[config.mk]
export PLATFORM = sky130hd
export DESIGN_NAME = uart_bus_sequencer
export DESIGN_NICKNAME = d
export VERILOG_FILES = /design/src/rtl/uart_bus_sequencer.sv
export SDC_FILE = /design/constraint.sdc
export NUM_CORES = 1
export LEC_CHECK = 0
export CAP_MARGIN = 0
export CORE_ASPECT_RATIO = 1.1
export CORE_MARGIN = 4
export CORE_UTILIZATION = 30
export CTS_BUF_LIST = sky130_fd_sc_hd__clkbuf_4
export DETAILED_ROUTE_END_ITERATION = 6
export PLACE_DENSITY_LB_ADDON = 0.05
export SLEW_MARGIN = 20
export SYNTH_ARGS = -nofsm -noshare
export SYNTH_HDL_FRONTEND = slang
export SYNTH_SLANG_ARGS = --single-unit
[constraint.sdc]
create_clock -name clk -period 6.3 [get_ports clk]
set_input_delay 0.945 -clock clk [delete_from_list [all_inputs] [get_ports clk]]
set_output_delay 0.945 -clock clk [all_outputs]
set_load 0.02 [all_outputs]
[src/rtl/uart_bus_sequencer.sv]
// uart_bus_sequencer: turns UART command frames into bridge master transactions and streams read data back out of UART TX.
// Latency: m_instruction one cycle after the last header byte (read) or the first buffered data byte (write); u_send_sig one cycle after a byte is buffered and TX is free.
// Backpressure: write bytes wait in a FIFO for m_tx_done; read bytes wait for u_tx_busy low; reads arriving at a full FIFO are dropped (err_overflow). Define STATUS_ACK_EN to append a status byte per frame.
module uart_bus_sequencer #(
    parameter int SLAVE_LEN      = 2,
    parameter int ADDR_LEN       = 12,
    parameter int DATA_LEN       = 8,
    parameter int BURST_LEN      = 12,
    parameter int FIFO_DEPTH     = 4,
    parameter int TIMEOUT_CYCLES = 100000
) (
    input  logic                 clk,
    input  logic                 reset,
    input  logic                 u_receive_sig,
    input  logic [DATA_LEN-1:0]  u_data_in,
    input  logic                 u_tx_busy,
    input  logic                 u_tx_done,
    output logic                 u_send_sig,
    output logic [DATA_LEN-1:0]  u_data_out,
    output logic [1:0]           m_instruction,
    output logic [SLAVE_LEN-1:0] m_slave_select,
    output logic [ADDR_LEN-1:0]  m_address,
    output logic [BURST_LEN-1:0] m_burst_num,
    output logic [DATA_LEN-1:0]  m_data_out,
    input  logic [DATA_LEN-1:0]  m_data_in,
    input  logic                 m_new_rx,
    input  logic                 m_rx_done,
    input  logic                 m_tx_done,
    output logic                 busy,
    output logic                 err_timeout,
    output logic                 err_overflow
);

    localparam int PW = $clog2(FIFO_DEPTH);
    localparam int CW = $clog2(FIFO_DEPTH + 1);
    localparam int TW = $clog2(TIMEOUT_CYCLES + 1);
    localparam logic [TW-1:0] TO_LAST  = TW'(TIMEOUT_CYCLES - 1);
    localparam logic [CW-1:0] DEPTH_C  = CW'(FIFO_DEPTH);
    localparam logic [1:0]    OP_READ  = 2'b01;
    localparam logic [1:0]    OP_WRITE = 2'b10;

    typedef enum logic [3:0] {
        S_IDLE, S_ADDR, S_BHI, S_BLO, S_ISSUE, S_WRITE, S_READ, S_DRAIN
`ifdef STATUS_ACK_EN
        , S_ACK
`endif
    } state_t;

`ifdef STATUS_ACK_EN
    localparam state_t S_END = S_ACK;
`else
    localparam state_t S_END = S_IDLE;
`endif

    state_t state, state_n;

    logic [1:0]           op_q;
    logic                 hdr_ok;
    logic [BURST_LEN-1:0] burst_next;
    logic [BURST_LEN-1:0] rcv_cnt, tx_cnt;
    logic                 owed, last_beat;

    logic [DATA_LEN-1:0]  wf_mem [FIFO_DEPTH];
    logic [PW-1:0]        wf_wr, wf_rd;
    logic [CW-1:0]        wf_cnt;
    logic                 wf_empty, wf_full, wf_push, wf_pop;

    logic [DATA_LEN-1:0]  rf_mem [FIFO_DEPTH];
    logic [PW-1:0]        rf_wr, rf_rd;
    logic [CW-1:0]        rf_cnt;
    logic                 rf_empty, rf_full, rf_push_req, rf_push, rf_pop, rf_ovf;
    logic [DATA_LEN-1:0]  rf_push_dat;
    logic                 in_flight;

    logic [TW-1:0]        to_cnt;
    logic                 to_run, to_hold, to_hit;

    assign hdr_ok     = (u_data_in[7:6] == OP_READ) || (u_data_in[7:6] == OP_WRITE);
    assign burst_next = {m_burst_num[11:8], u_data_in};
    assign owed       = rcv_cnt < m_burst_num;
    assign busy       = (state != S_IDLE);

    assign wf_empty   = (wf_cnt == '0);
    assign wf_full    = (wf_cnt == DEPTH_C);
    assign wf_push    = ((state == S_ISSUE) || (state == S_WRITE)) && u_receive_sig && owed && !wf_full;
    assign wf_pop     = (state == S_WRITE) && m_tx_done && !wf_empty;
    assign last_beat  = wf_pop && ((tx_cnt + BURST_LEN'(1)) == m_burst_num);
    assign m_data_out = wf_empty ? '0 : wf_mem[wf_rd];

    // Timeout only runs while a frame byte is owed; bridge back-pressure in WRITE holds it
    assign to_run  = (state == S_ADDR) || (state == S_BHI) || (state == S_BLO) ||
                     ((state == S_WRITE) && wf_empty && owed);
    assign to_hold = (state == S_WRITE) && !wf_empty;
    assign to_hit  = to_run && !u_receive_sig && (to_cnt == TO_LAST);

    assign rf_empty = (rf_cnt == '0);
    assign rf_full  = (rf_cnt == DEPTH_C);
    assign rf_pop   = !rf_empty && !u_tx_busy && !in_flight;

`ifdef STATUS_ACK_EN
    logic                txn_err;
    logic [DATA_LEN-1:0] status;

    // Remember whether the current frame hit an error so ACK can report it
    always_ff @(posedge clk) begin
        if (reset || (state == S_IDLE)) txn_err <= 1'b0;
        else if (to_hit || rf_ovf)      txn_err <= 1'b1;
    end

    assign status      = txn_err ? (DATA_LEN'(8'hE0) | DATA_LEN'({err_overflow, err_timeout}))
                                 : DATA_LEN'(8'hA5);
    assign rf_push_req = ((state == S_READ) && m_new_rx) || (state == S_ACK);
    assign rf_push_dat = (state == S_ACK) ? status : m_data_in;
`else
    assign rf_push_req = (state == S_READ) && m_new_rx;
    assign rf_push_dat = m_data_in;
`endif

    // A pop in the same cycle frees the slot, so a full FIFO only drops when nothing leaves
    assign rf_push = rf_push_req && (!rf_full || rf_pop);
    assign rf_ovf  = rf_push_req && rf_full && !rf_pop;

    // State register
    always_ff @(posedge clk) begin
        if (reset) state <= S_IDLE;
        else       state <= state_n;
    end

    // Next-state and single-cycle bus instruction
    always_comb begin
        state_n       = state;
        m_instruction = 2'b00;
        case (state)
            S_IDLE:  if (u_receive_sig && hdr_ok) state_n = S_ADDR;
            S_ADDR:  if (to_hit) state_n = S_END; else if (u_receive_sig) state_n = S_BHI;
            S_BHI:   if (to_hit) state_n = S_END; else if (u_receive_sig) state_n = S_BLO;
            S_BLO: begin
                if (to_hit)             state_n = S_END;
                else if (u_receive_sig) state_n = (burst_next == '0) ? S_END : S_ISSUE;
            end
            S_ISSUE: begin
                if (op_q == OP_READ) begin
                    m_instruction = OP_READ;
                    state_n       = S_READ;
                end else if (!wf_empty) begin
                    m_instruction = OP_WRITE;
                    state_n       = S_WRITE;
                end
            end
            S_WRITE: if (to_hit) state_n = S_END; else if (last_beat) state_n = S_DRAIN;
            S_READ:  if (m_rx_done) state_n = S_DRAIN;
            S_DRAIN: if (rf_empty && !in_flight) state_n = S_END;
`ifdef STATUS_ACK_EN
            S_ACK:   state_n = S_IDLE;
`endif
            default: state_n = S_IDLE;
        endcase
    end

    // Capture header fields as each frame byte arrives; they stay put until the next frame
    always_ff @(posedge clk) begin
        if (reset) begin
            op_q           <= 2'b00;
            m_slave_select <= '0;
            m_address      <= '0;
            m_burst_num    <= '0;
        end else if (u_receive_sig) begin
            case (state)
                S_IDLE: if (hdr_ok) begin
                    op_q              <= u_data_in[7:6];
                    m_slave_select    <= u_data_in[5:4];
                    m_address[11:8]   <= u_data_in[3:0];
                end
                S_ADDR:  m_address[7:0]    <= u_data_in;
                S_BHI:   m_burst_num[11:8] <= u_data_in[3:0];
                S_BLO:   m_burst_num[7:0]  <= u_data_in;
                default: ;
            endcase
        end
    end

    // Count write bytes taken from UART and bytes accepted by the bridge
    always_ff @(posedge clk) begin
        if (reset || !((state == S_ISSUE) || (state == S_WRITE))) begin
            rcv_cnt <= '0;
            tx_cnt  <= '0;
        end else begin
            if (wf_push) rcv_cnt <= rcv_cnt + BURST_LEN'(1);
            if (wf_pop)  tx_cnt  <= tx_cnt + BURST_LEN'(1);
        end
    end

    // Inter-byte timeout counter
    always_ff @(posedge clk) begin
        if (reset || u_receive_sig || to_hit) to_cnt <= '0;
        else if (to_run)                      to_cnt <= to_cnt + TW'(1);
        else if (!to_hold)                    to_cnt <= '0;
    end

    // Sticky error flags
    always_ff @(posedge clk) begin
        if (reset) begin
            err_timeout  <= 1'b0;
            err_overflow <= 1'b0;
        end else begin
            if (to_hit) err_timeout  <= 1'b1;
            if (rf_ovf) err_overflow <= 1'b1;
        end
    end

    // Write FIFO storage
    always_ff @(posedge clk) begin
        if (wf_push) wf_mem[wf_wr] <= u_data_in;
    end

    // Write FIFO pointers; a timeout abort flushes whatever was buffered
    always_ff @(posedge clk) begin
        if (reset || to_hit) begin
            wf_wr  <= '0;
            wf_rd  <= '0;
            wf_cnt <= '0;
        end else begin
            if (wf_push) wf_wr <= wf_wr + PW'(1);
            if (wf_pop)  wf_rd <= wf_rd + PW'(1);
            wf_cnt <= wf_cnt + CW'(wf_push) - CW'(wf_pop);
        end
    end

    // Read FIFO storage
    always_ff @(posedge clk) begin
        if (rf_push) rf_mem[rf_wr] <= rf_push_dat;
    end

    // Read FIFO pointers
    always_ff @(posedge clk) begin
        if (reset) begin
            rf_wr  <= '0;
            rf_rd  <= '0;
            rf_cnt <= '0;
        end else begin
            if (rf_push) rf_wr <= rf_wr + PW'(1);
            if (rf_pop)  rf_rd <= rf_rd + PW'(1);
            rf_cnt <= rf_cnt + CW'(rf_push) - CW'(rf_pop);
        end
    end

    // UART TX launch: one byte at a time, held in flight until the transmitter reports done
    always_ff @(posedge clk) begin
        if (reset) begin
            u_send_sig <= 1'b0;
            u_data_out <= '0;
            in_flight  <= 1'b0;
        end else begin
            u_send_sig <= rf_pop;
            if (rf_pop) begin
                u_data_out <= rf_mem[rf_rd];
                in_flight  <= 1'b1;
            end else if (u_tx_done) begin
                in_flight  <= 1'b0;
            end
        end
    end

endmodule

==> flow_summary_export.csv <==
group,metric,value,unit
run_status,outcome,"finished, final reports clean",
timing,fin_ws,2690,ps
timing,final.setup.tns,0,ps
yosys,netlist-cell-type-count,64,
timing,period_minus_slack,3610,ps
timing,top_achievable_clock_speed,0.277,GHz
setup_path,timing.critical_path.cells,"clkdlybuf4s50_1 > nand2_1 > a21oi_1 > nand2_1 > ha_1 > inv_1 > ha_1 > inv_1 > fa_1 > xor2_1 > xnor2_1 > nor2_1",
global_route,number_of_antenna_violations_at_the_first_check_in_global_routing,1,
setup_path,timing.rr.start,"m_burst_num[9]$_SDFFE_PP0P_",
timing,timing_worst_slew_pin_value,1010,ps
yosys,total_number_of_yosys_warnings,0,
clock_network,tritoncts,"done",
clock_network,cts_resized,0,
floorplanning,floorplan.die.width,159,µm
detailed_routing,via_per_inst,4.95,
clock_network,numClockSinks,164,
placed_design,count_of_buffers_inserted_at_the_top_level_ports,71,
detailed_routing,detailedRoute.firstPassIterationCount,5,
detailed_routing,route.antenna.remaining_nets,0,
floorplanning,core,0.0246,mm²
setup_path,crit_path_start_kind,"input port",
timing,fin_skew,33.1,ps
yosys,synth.avg_cell_area,10.5,µm²
power_and_ir_drop,power.density_cell_area,246,mW/mm²
yosys,synth.net_count,769,
floorplanning,floorplan.die.height,174,µm
yosys,synth_flop_cell,"dfxtp_1",
global_route,grt_start_max_net_pins,55,
floorplanning,pin_count,72,
clock_network,worstSkewPairLatency,570,ps
hold_path,min-delay-start,"m_address[7]$_SDFFE_PP0P_",
layout,layout-drive-gt1-share,8.24,%
floorplanning,initial_core_utilization,30.6,%
placed_design,gp_congestion,0.779,
clock_network,clk_pin_slew_worst_paths,160,ps
setup_path,critical_path_class,"in -> reg",
timing,slew_viol_final,0,
yosys,ys_ff_latch,164,
placed_design,place_inst,1067,
layout,regArea,0.00392,mm²
clock_network,clk_root_buffer_cell,"clkbuf_4",
detailed_routing,number_of_design_rule_violations_left_after_detail_routing,0,
timing,setup_viol,0,
setup_path,setup_slack_of_the_worst_register_to_register_path,2750,ps
setup_path,crit_fanout,11,
setup_path,critical_path.startpoint,"u_receive_sig",
layout,multiInputGateArea,0.00334,mm²
power_and_ir_drop,worst_ir_drop_vdd,0.110,mV
layout,nNetsFinal,829,
placed_design,hpwl,13.8,mm
global_route,grt_first_pass_wirelength,30.5,mm
power_and_ir_drop,leakagePower,2.96,nW
detailed_routing,drt-initial-drc-count,317,
detailed_routing,wl,19.4,mm
timing,max_slew_headroom,32.5,%
clock_network,cts.path.max_buffers,2,
timing,grt_setup_unrepaired,"no",
detailed_routing,detail_route.wl_per_cell,17.6,µm
layout,fillCellCount,2496,
floorplanning,die-area,0.0277,mm²
layout,post-route-cell-area,0.00877,mm²
global_route,grt-ovfl-total,0,
yosys,synth_edf_count,64,
floorplanning,rows,60,
power_and_ir_drop,design_power_total,2.16,mW
layout,area_delta_synth_final,16.5,%
global_route,via_count_of_the_first_global_routing_pass,5540,
job,cap_viol_max_count,0,
yosys,synth_seq_area_share,52.1,%
clock_network,postCtsHoldBufs,0,
clock_network,post-cts-setup-buffer-count,0,
placed_design,instance_area_at_placement,0.00849,mm²
setup_path,crit_required,6750,ps
setup_path,max_stage_delay,770,ps
setup_path,worst-endpoint-arrival,4060,ps
setup_path,cp_slowest_cell,"clkdlybuf4s50_1",
global_route,globalRouteTotalUtil,13.9,%
hold_path,min-delay-path-class,"reg -> reg",
clock_network,cts_htree_levels,4,
yosys,synthCells,716,
placed_design,post_place_worst_slack,2090,ps
detailed_routing,routed-via-count,5446,
layout,cell_count_final_fillers_out,1100,
timing,final_min_period_over_clock_period,57.3,%
yosys,synthArstFlopShare,0,%
setup_path,timing.critical_path.to_type,"register",
clock_network,cts_buffers,17,
yosys,post_synth_instance_area,0.00753,mm²
timing,report.final.hold_viol_count,0,
critical path: cells and delay by family:
kind / cells / cell delay (ps)
buffers and inverters: 3 / 870
and+or+nand+nor: 3 / 570
adders and majority gates: 3 / 900
AOI/OAI and AO/OA: 1 / 460
xor gates and xnor gates: 2 / 310
where the power goes:
part / leakage, nW / internal, mW / total [mW] / switching (mW)
Clock: 0.152 / 0.182 / 0.624 / 0.441
Combinational: 1.43 / 0.159 / 0.343 / 0.185
Sequential: 1.38 / 1.14 / 1.19 / 0.0541
Total: 2.96 / 1.48 / 2.16 / 0.680
metrics by stage:
stage / hold slack, ps / utilization [%]
detailed placement: 452 / 34.5
finish: 470 / 35.6
floorplan: 451 / -
global route: 492 / 35.6
global placement: 449 / 34.5
CTS: 472 / 35.6
logic make-up (layout without fill, tap and decap cells):
family	Yosys count	in the layout	synth area share, %
simple gates	272	272	17.6
flops	164	164	52.1
compound gates	119	119	10.4
buf+inv	61	134	3.47
xor+xnor	40	40	4.65
mux	31	31	6.78
fa+ha+maj	29	29	5.02
other cells	0	1	0
placed cells by master, fill, tap and decap left out, drive strengths merged, types with 11 or more instances in the layout:
cell           Yosys  routed
a311oi            14      14
xnor2             19      19
edfxtp            64      64
xor2              21      21
ha                27      27
nand2             94      94
o21ai             17      17
or3               12      12
mux4              16      16
nand3             25      25
mux2i             15      15
inv               28      37
a21oi             52      52
clkdlybuf4s50      0      70
dfxtp            100     100
and3              14      14
and2              16      16
nor2              64      64
nor3              11      11
clkbuf            24      17
area by class of cell:
type,count,area share [%]
flip-flops and latches,164,44.7
multi-input cells,491,38.1
repair buffers,74,8.30
well taps,310,4.42
clock inverters,15,1.77
clock buffers,17,1.45
inverters,28,1.20
diodes,1,0.0285
state kept, by name (all words and copies together), names as in the netlist, 8 cells and up, named ones only:
register / flops
rcv_cnt: 12
tx_cnt: 12
wf_mem: 32
m_address: 12
m_burst_num: 12
u_data_out: 8
to_cnt: 17
rf_mem: 32
metal layers:
metal  global-route usage, %  up-vias  wire length (µm)
met3                    2.66       23               566
met1                    16.8     2640              8710
met2                    24.8      101              9790
li1                        -     2682                 -
met4                    4.77        0               299
met5                       0        -                 0
cell usage after synthesis (all sizes together) (6+ instances only):
cell,count,area [µm²]
buf,9,65.1
mux2i,15,150
nand2,94,353
dfxtp,100,2000
and2,16,100
o21ai,17,88.8
mux4,16,360
edfxtp,64,1920
a41oi,6,52.6
nor3,11,60.1
clkbuf,24,91.3
xnor2,19,166
nor2,64,240
a311oi,14,123
or3,12,75.1
ha,27,338
nand2b,8,50.1
a21oi,52,260
nand3,25,125
and3,14,87.6
xor2,21,184
inv,28,105
worst paths after layout:
| path | to | depth (start not counted) |
|---|---|---|
| setup / recovery | wf_cnt[2]$_SDFF_PP0_ | 12 |
| hold / removal | m_address[7]$_SDFFE_PP0P_ | 2 |
| setup reg to reg | wf_cnt[2]$_SDFF_PP0_ | 15 |
| hold reg to reg | m_address[7]$_SDFFE_PP0P_ | 2 |
Note: power is estimated with default switching activity, not from simulation.
